==> src/rtl/barrel_shift_pkg.sv <==
// Shared types and elaboration helpers for the pipelined barrel shifter.
// Shift modes and the pipeline depth calculation used by the top level.
package barrel_shift_pkg;

    typedef enum logic [1:0] {
        SH_LSL = 2'd0,
        SH_LSR = 2'd1,
        SH_ASR = 2'd2,
        SH_ROR = 2'd3
    } shift_mode_e;

    // Number of stages needed to resolve log2(size) amount bits, bps at a time.
    function automatic int stage_num(input int size, input int bps);
        int log_size;
        int n;
        log_size = $clog2(size);
        n = (log_size + bps - 1) / bps;
        return (n < 1) ? 1 : n;
    endfunction

endpackage

==> src/rtl/barrel_shift_stage.sv <==
// One registered shifter stage: applies a slice of the amount and carries
// the per-word fields alongside the data.
module barrel_shift_stage
    import barrel_shift_pkg::*;
#(
    parameter int SIZE       = 32,
    parameter int USER_W     = 8,
    parameter int BITS       = 2,
    parameter int WEIGHT_LOG = 0
) (
    input  logic                     clk,
    input  logic                     rst,
    input  logic                     en,
    input  logic [SIZE-1:0]          data_in,
    input  logic [$clog2(SIZE)-1:0]  amt_in,
    input  shift_mode_e              mode_in,
    input  logic                     sign_in,
    input  logic                     ovf_in,
    input  logic [USER_W-1:0]        user_in,
    input  logic                     valid_in,
    output logic [SIZE-1:0]          data_out,
    output logic [$clog2(SIZE)-1:0]  amt_out,
    output shift_mode_e              mode_out,
    output logic                     sign_out,
    output logic                     ovf_out,
    output logic [USER_W-1:0]        user_out,
    output logic                     valid_out
);

    localparam int LOG_SIZE = $clog2(SIZE);

    logic [LOG_SIZE-1:0] step;
    logic [SIZE-1:0]     fill;
    logic [SIZE-1:0]     shifted;
    logic [2*SIZE-1:0]   rot;

    always_comb begin
        step    = LOG_SIZE'(amt_in[WEIGHT_LOG +: BITS]) << WEIGHT_LOG;
        // Mask of the vacated high bits, used for sign fill on ASR.
        fill    = ~({SIZE{1'b1}} >> step);
        rot     = {data_in, data_in} >> step;
        shifted = data_in;
        case (mode_in)
            SH_LSL:  shifted = data_in << step;
            SH_LSR:  shifted = data_in >> step;
            SH_ASR:  shifted = (data_in >> step) | (sign_in ? fill : '0);
            SH_ROR:  shifted = rot[SIZE-1:0];
            default: shifted = data_in;
        endcase
    end

    always_ff @(posedge clk or posedge rst) begin
        if (rst) begin
            data_out  <= '0;
            amt_out   <= '0;
            mode_out  <= SH_LSL;
            sign_out  <= 1'b0;
            ovf_out   <= 1'b0;
            user_out  <= '0;
            valid_out <= 1'b0;
        end else if (en) begin
            data_out  <= shifted;
            amt_out   <= amt_in;
            mode_out  <= mode_in;
            sign_out  <= sign_in;
            ovf_out   <= ovf_in;
            user_out  <= user_in;
            valid_out <= valid_in;
        end
    end

endmodule

==> src/rtl/barrel_shifter_pipe.sv <==
// Pipelined multi-mode barrel shifter with valid/ready flow control.
// Out-of-range amounts are saturated before stage 0; stages then shift by the low amount bits.
module barrel_shifter_pipe
    import barrel_shift_pkg::*;
#(
    parameter int SIZE           = 32,
    parameter int SHIFT_SIZE     = 8,
    parameter int BITS_PER_STAGE = 2,
    parameter int USER_W         = 8
) (
    input  logic                  clk,
    input  logic                  rst,
    input  logic                  in_valid,
    output logic                  in_ready,
    input  logic [SIZE-1:0]       din,
    input  logic [SHIFT_SIZE-1:0] shift,
    input  logic [1:0]            mode,
    input  logic [USER_W-1:0]     user_in,
    output logic                  out_valid,
    input  logic                  out_ready,
    output logic [SIZE-1:0]       dout,
    output logic [USER_W-1:0]     user_out,
    output logic                  ovf
);

    localparam int LOG_SIZE  = $clog2(SIZE);
    localparam int STAGE_NUM = stage_num(SIZE, BITS_PER_STAGE);
    localparam int SA_W      = (SHIFT_SIZE < LOG_SIZE) ? SHIFT_SIZE : LOG_SIZE;

    logic                en;
    logic                in_ovf;
    shift_mode_e         in_mode;
    logic [SIZE-1:0]     sat_data;

    logic [SIZE-1:0]     data_pipe  [0:STAGE_NUM];
    logic [LOG_SIZE-1:0] amt_pipe   [0:STAGE_NUM];
    shift_mode_e         mode_pipe  [0:STAGE_NUM];
    logic                sign_pipe  [0:STAGE_NUM];
    logic                ovf_pipe   [0:STAGE_NUM];
    logic [USER_W-1:0]   user_pipe  [0:STAGE_NUM];
    logic                valid_pipe [0:STAGE_NUM];

    // Single global enable: the whole pipe advances unless the output is stalled.
    assign en       = ~out_valid | out_ready;
    assign in_ready = en;
    assign in_mode  = shift_mode_e'(mode);

    generate
        if (SHIFT_SIZE > LOG_SIZE) begin : g_ovf
            assign in_ovf = |shift[SHIFT_SIZE-1:LOG_SIZE];
        end else begin : g_no_ovf
            assign in_ovf = 1'b0;
        end
    endgenerate

    // Saturated values are fixed points of the later shifts, so the amount can stay as-is.
    always_comb begin
        sat_data = din;
        if (in_ovf) begin
            case (in_mode)
                SH_LSL, SH_LSR: sat_data = '0;
                SH_ASR:         sat_data = {SIZE{din[SIZE-1]}};
                default:        sat_data = din;
            endcase
        end
    end

    assign data_pipe[0]  = sat_data;
    assign amt_pipe[0]   = LOG_SIZE'(shift[SA_W-1:0]);
    assign mode_pipe[0]  = in_mode;
    assign sign_pipe[0]  = din[SIZE-1];
    assign ovf_pipe[0]   = in_ovf;
    assign user_pipe[0]  = user_in;
    assign valid_pipe[0] = in_valid;

    generate
        for (genvar gi = 0; gi < STAGE_NUM; gi++) begin : g_stage
            localparam int REMAIN = LOG_SIZE - gi * BITS_PER_STAGE;
            localparam int BITS   = (REMAIN < BITS_PER_STAGE) ? REMAIN : BITS_PER_STAGE;

            barrel_shift_stage #(
                .SIZE       (SIZE),
                .USER_W     (USER_W),
                .BITS       (BITS),
                .WEIGHT_LOG (gi * BITS_PER_STAGE)
            ) u_stage (
                .clk       (clk),
                .rst       (rst),
                .en        (en),
                .data_in   (data_pipe[gi]),
                .amt_in    (amt_pipe[gi]),
                .mode_in   (mode_pipe[gi]),
                .sign_in   (sign_pipe[gi]),
                .ovf_in    (ovf_pipe[gi]),
                .user_in   (user_pipe[gi]),
                .valid_in  (valid_pipe[gi]),
                .data_out  (data_pipe[gi+1]),
                .amt_out   (amt_pipe[gi+1]),
                .mode_out  (mode_pipe[gi+1]),
                .sign_out  (sign_pipe[gi+1]),
                .ovf_out   (ovf_pipe[gi+1]),
                .user_out  (user_pipe[gi+1]),
                .valid_out (valid_pipe[gi+1])
            );
        end
    endgenerate

    assign out_valid = valid_pipe[STAGE_NUM];
    assign dout      = data_pipe[STAGE_NUM];
    assign user_out  = user_pipe[STAGE_NUM];
    assign ovf       = ovf_pipe[STAGE_NUM];

    logic unused_tail;
    assign unused_tail = ^{amt_pipe[STAGE_NUM], mode_pipe[STAGE_NUM], sign_pipe[STAGE_NUM]};

endmodule

==> config.mk <==
export PLATFORM = sky130hd
export DESIGN_NAME = barrel_shifter_pipe
export DESIGN_NICKNAME = d
export VERILOG_FILES = /design/src/rtl/barrel_shift_pkg.sv /design/src/rtl/barrel_shift_stage.sv /design/src/rtl/barrel_shifter_pipe.sv
export SDC_FILE = /design/constraint.sdc
export NUM_CORES = 1
export LEC_CHECK = 0
export CAP_MARGIN = 20
export CELL_PAD_IN_SITES_DETAIL_PLACEMENT = 1
export CELL_PAD_IN_SITES_GLOBAL_PLACEMENT = 1
export CORE_MARGIN = 5
export CORE_UTILIZATION = 44
export DETAILED_ROUTE_END_ITERATION = 6
export GPL_ROUTABILITY_DRIVEN = 0
export PLACE_DENSITY = 0.8
export SYNTH_ARGS = -nofsm -noshare
export SYNTH_HDL_FRONTEND = slang
export SYNTH_SLANG_ARGS = --single-unit
export TNS_END_PERCENT = 50
==> constraint.sdc <==
create_clock -name clk -period 12.55 [get_ports clk]
set_input_delay 2.51 -clock clk [delete_from_list [all_inputs] [get_ports clk]]
set_output_delay 2.51 -clock clk [all_outputs]
set_load 0.1 [all_outputs]
== After elaboration in Yosys (flattened, before gate mapping) ==
Cells that the tools add are included.
Storage, ports and cells
  output and inout bits: 43
  register bits after elaboration: 142
  word-level logic and storage cells: 60
  input bits: 54
Cells by class
  shift operators: 12
  bitwise logic cells: 8
  reductions and logical operators: 5
  muxes and demuxes: 8
  equal/unequal tests: 9
Operator list (count)
  case mux 32 bit (4 select lines): 3
  two-way mux 32 bit: 4
  inverter 32 bit: 3
  bitwise OR 32 bit: 3
  case mux 32 bit (2 select lines): 1
  >> shifter 64 x 2 -> 32 bit: 1
  >> shifter 64 x 4 -> 32 bit: 1
  >> shifter 64 x 5 -> 32 bit: 1
  left shift 32 x 2 -> 32 bit: 1
  left shift 32 x 4 -> 32 bit: 1
  left shift 32 x 5 -> 32 bit: 1
  >> shifter 32 x 2 -> 32 bit: 1
  >> shifter 32 x 2 -> 32 bit (first input constant): 1
  >> shifter 32 x 4 -> 32 bit: 1
  >> shifter 32 x 4 -> 32 bit (first input constant): 1
  >> shifter 32 x 5 -> 32 bit: 1
  >> shifter 32 x 5 -> 32 bit (first input constant): 1
  equality test 2 bit (second input constant): 6
  equality test 2 x 1 -> 1 bit (second input constant): 3
  zero test 2 bit: 3
  OR reduction 3 bit: 1
  OR reduction 2 bit: 1
  inverter 1 bit: 1
  bitwise OR 1 bit: 1

== Logic depth before layout (Yosys ltp) ==
  word-level depth: 7
  mapped depth: 8
  mapped depth without buffers: 6

== Modules after synthesis ==
A second synthesis with hierarchy kept.
Unflattened totals
  cells, all modules: 932
  area total of the unflattened synthesis: 9773.1 µm²
Modules (own cells, without submodules)
  barrel_shift_stage at g_stage[1].u_stage: times used 1, area each 3706.1 µm², cells an instance 371, sequential area each 1251.2 µm²
  barrel_shift_stage at g_stage[0].u_stage: times used 1, area each 3483.3 µm², cells an instance 310, sequential area each 1251.2 µm²
  barrel_shift_stage at g_stage[2].u_stage: times used 1, area each 2234.6 µm², cells an instance 206, sequential area each 1251.2 µm²
  barrel_shifter_pipe: times used 1, area each 349.1 µm², cells an instance 45, sequential area each 0.0 µm²

== Worst setup path after synthesis ==
Ideal clock, no wire load.
  path kind: input -> output
  start: input port out_ready
  end: output port in_ready
  stages on the path: 5
  data arrival time: 4.066 ns
  required time: 10.040 ns
  path buffers: 3
  slack: 5.974 ns
  cell sequence: nor2b_1 > clkbuf_1 > inv_2 > clkbuf_1 > clkbuf_1
Between the ends
  longest elaborated chain between the ends: 1
RTL lines
  start, declared: RTL line barrel_shifter_pipe.sv:20  | input logic out_ready,
  bitwise OR 1 bit: RTL line barrel_shifter_pipe.sv:44  | assign en = ~out_valid | out_ready;
  end, declared: RTL line barrel_shifter_pipe.sv:14  | output logic in_ready,
No other way between the ends.

== Worst setup path after layout ==
Same ends and word-level chain as after synthesis.

==> flow_summary.json <==
{
  "outcome": "complete, no violations",
  "cp.required_ns": 10.04,
  "die_h_um": 155,
  "ff2ff_path_depth": 5,
  "drtAntennaViolNets": 0,
  "maxCapViolations": 0,
  "antenna_found_initial": 0,
  "hold_class": "flip-flop to flip-flop",
  "place_ws_ns": 4.98,
  "crit_path_max_fanout": 61,
  "synth-main-ff-cell": "dfrtp_1",
  "synth_top_family_by_area": "compound AO/OA/AOI/OAI gates",
  "setup_viol": 0,
  "routed_wl_um": 28800,
  "hold_buffers": 0,
  "crit_path_max_incr_delay_ns": 1.09,
  "hold_viol_final": 0,
  "synth_edf_count": 0,
  "grtUsageTotal_pct": 24.1,
  "syn2layout_area_growth_pct": 14.4,
  "synthAdderAreaFrac_pct": 0,
  "tightestPinTransition_ns": 0.974,
  "grt_pass1_wl_um": 46700,
  "cts_tree": "built",
  "clockBufferDepth": 2,
  "core-area_um2": 20900,
  "end_kind": "output pin",
  "cp_common_cell": "clkdlybuf4s50_1",
  "post-route-period-util_pct": 60.8,
  "rsz0062_at_grt": "no",
  "nFillCells": 2475,
  "drive_above_1_share_pct": 9.39,
  "cts_resized": 0,
  "netlist_area_um2": 9250,
  "fin_crit_ns": 7.63,
  "synth_simple_gate_area_share_pct": 18.7,
  "diodes": 0,
  "wire_per_inst_um": 20.9,
  "p_leak_nw": 4.36,
  "io_pins": 97,
  "slowest_stage": "clkdlybuf4s50_1",
  "power.density_nw_per_um2": 260,
  "grt-busiest-layer": "met2",
  "dieWidth_um": 155,
  "syn-num-nets": 1143,
  "synth_top_area_share_pct": 36.8,
  "worst_ir_drop_vdd_mv": 0.110,
  "max_freq_ghz": 0.131,
  "seq_area_frac_synth_pct": 36.8,
  "cts_root_buf": "clkbuf_16",
  "setup_ws_ns": 4.92,
  "cts_buffers": 17,
  "post_dp_cell_area_um2": 9990,
  "synth_top_area_cell": "dfrtp_1",
  "routed_via_density": 6.22,
  "synth.area.mux_share_pct": 14.5,
  "port_buffers": 96,
  "cp-start-kind": "input pin",
  "gr-total-overflow": 0,
  "cts_sinks": 136,
  "yosysWarnings": 0,
  "met2_usage_pct": 38.8,
  "ys_seq_elements": 136,
  "crit_chain": "clkdlybuf4s50_1 -> nor2b_4 -> inv_4 -> clkdlybuf4s50_1",
  "arrival_ns": 5.12,
  "dr.pass1.iters": 5,
  "synthXorXnorAreaFrac_pct": 0.0947,
  "tns_ns": 0,
  "async_flop_share_pct": 100,
  "synth_compound_area_share_pct": 22.0,
  "num_rows": 53,
  "grt.met1_usage_pct": 32.6,
  "grt_pass1_vias": 8678,
  "clk_pin_slew_ns": 0.06,
  "skew_ns": 0.0101,
  "finish.instance_area_um2": 10600,
  "die_area_um2": 24000,
  "hpwl_um": 19300,
  "maxSlewHeadroom_pct": 34.9,
  "clk_latency_ns": 0.43,
  "grtUsageMet3_pct": 4.42,
  "netlist_top_cells_area": "dfrtp_1, nand2_1, mux4_2",
  "route.vias.total": 8591,
  "synth.distinct_cells": 62,
  "htree_num_levels": 4,
  "grt_max_degree": 93,
  "syn_area_per_cell_um2": 8.50,
  "cts_setup_buffers": 0,
  "drc": 0,
  "drv_slew": 0,
  "start_util_pct": 44.3,
  "drt_iter0_markers": 720,
  "min_path_cells": 1,
  "netlist_instances": 1089,
  "path_class": "input pin to output pin",
  "finalNetCount": 1148
}
-- cells by family (layout without fill, tap and decap cells) --
family                 Yosys count  after routing
AND/OR/NAND/NOR                409            409
AO/OA/AOI/OAI                  311            311
flip-flops                     136            136
buffers and inverters          136            154
multiplexers                    96             96
XOR/XNOR                         1              1
-- flip-flops by register name (all words and copies together) (netlist names) --
register                   flops
g_stage.u_stage.amt_out        4
g_stage.u_stage.data_out      96
g_stage.u_stage.mode_out       4
g_stage.u_stage.ovf_out        3
g_stage.u_stage.sign_out       2
g_stage.u_stage.user_out      24
g_stage.u_stage.valid_out      3
-- where the power goes --
part / internal [mW] / switching, mW / total, mW / leakage [nW]
Clock: 0.309 / 0.198 / 0.507 / 0.279
Sequential: 0.618 / 0.208 / 0.826 / 1.64
Combinational: 0.447 / 0.972 / 1.42 / 2.44
-- per-stage QoR --
step	std cells	hold WS, ns	total power, mW	utilization (%)
2_1_floorplan	1089	0.430	1.94	-
3_3_place_gp	1349	0.440	2.20	47.8
3_5_place_dp	1349	0.457	2.23	47.8
4_1_cts	1381	0.470	2.76	50.6
5_1_grt	1382	0.487	2.90	50.7
6_report	1382	0.464	2.75	50.7
-- cell type report --
class,instances,area [µm²],share of cell area (%)
Sequential cell,136,3410,32.2
Timing Repair Buffer,110,1060,10.0
Multi-Input combinational cell,817,5130,48.4
Clock buffer,22,474,4.48
Clock inverter,10,118,1.11
Inverter,12,52.6,0.496
Tap cell,275,344,3.25
-- critical path: cells and delay by family --
kind	cells	cell delay (ns)
buffers and inverters	3	1.96
and+or+nand+nor	1	0.63
-- per-layer routing --
layer	vias to the layer above	wire, µm
li1	3921	-
met4	0	849
met2	305	13900
met3	63	1640
met5	-	0
met1	4302	12400
-- cell usage after synthesis (all sizes together) (15+ instances only) --
cell type	count
a21oi	70
a221oi	32
a31oi	49
buf	77
clkbuf	47
dfrtp	136
mux2	17
mux2i	50
mux4	29
nand2	206
nand3	26
nor2	127
nor2b	15
o21ai	62
-- layout by cell type, fill, tap and decap left out, drive strengths merged, types with 5 or more instances in the layout --
master / netlist / routed
clkbuf: 47 / 22
a22oi: 6 / 6
mux2i: 50 / 50
nor2: 127 / 127
a311oi: 6 / 6
clkdlybuf4s50: 0 / 95
a21boi: 8 / 8
a21oi: 70 / 70
nand3: 26 / 26
o221ai: 9 / 9
a221oi: 32 / 32
buf: 77 / 15
nand2b: 14 / 14
mux4: 29 / 29
inv: 12 / 14
nand2: 206 / 206
o21ai: 62 / 62
nor2b: 15 / 15
a31oi: 49 / 49
and2: 6 / 6
o21a: 8 / 8
mux2: 17 / 17
a211oi: 14 / 14
a21o: 5 / 5
o211ai: 13 / 13
dfrtp: 136 / 136
-- final timing paths --
kind                                                           from                                     endpoint  slack [ns]
setup / recovery                                          out_ready                                     in_ready        4.92
hold / removal             g_stage[1].u_stage.valid_out$_DFFE_PP0P_     g_stage[2].u_stage.valid_out$_DFFE_PP0P_        0.46
setup reg to reg           g_stage[2].u_stage.valid_out$_DFFE_PP0P_  g_stage[2].u_stage.data_out[30]$_DFFE_PP0P_        9.71
hold reg to reg            g_stage[1].u_stage.valid_out$_DFFE_PP0P_     g_stage[2].u_stage.valid_out$_DFFE_PP0P_        0.46
max in group asynchronous                                       rst    g_stage[0].u_stage.amt_out[2]$_DFFE_PP0P_        8.65
min in group asynchronous                                       rst  g_stage[2].u_stage.data_out[13]$_DFFE_PP0P_        2.58
(Power assumes the default switching activity.)
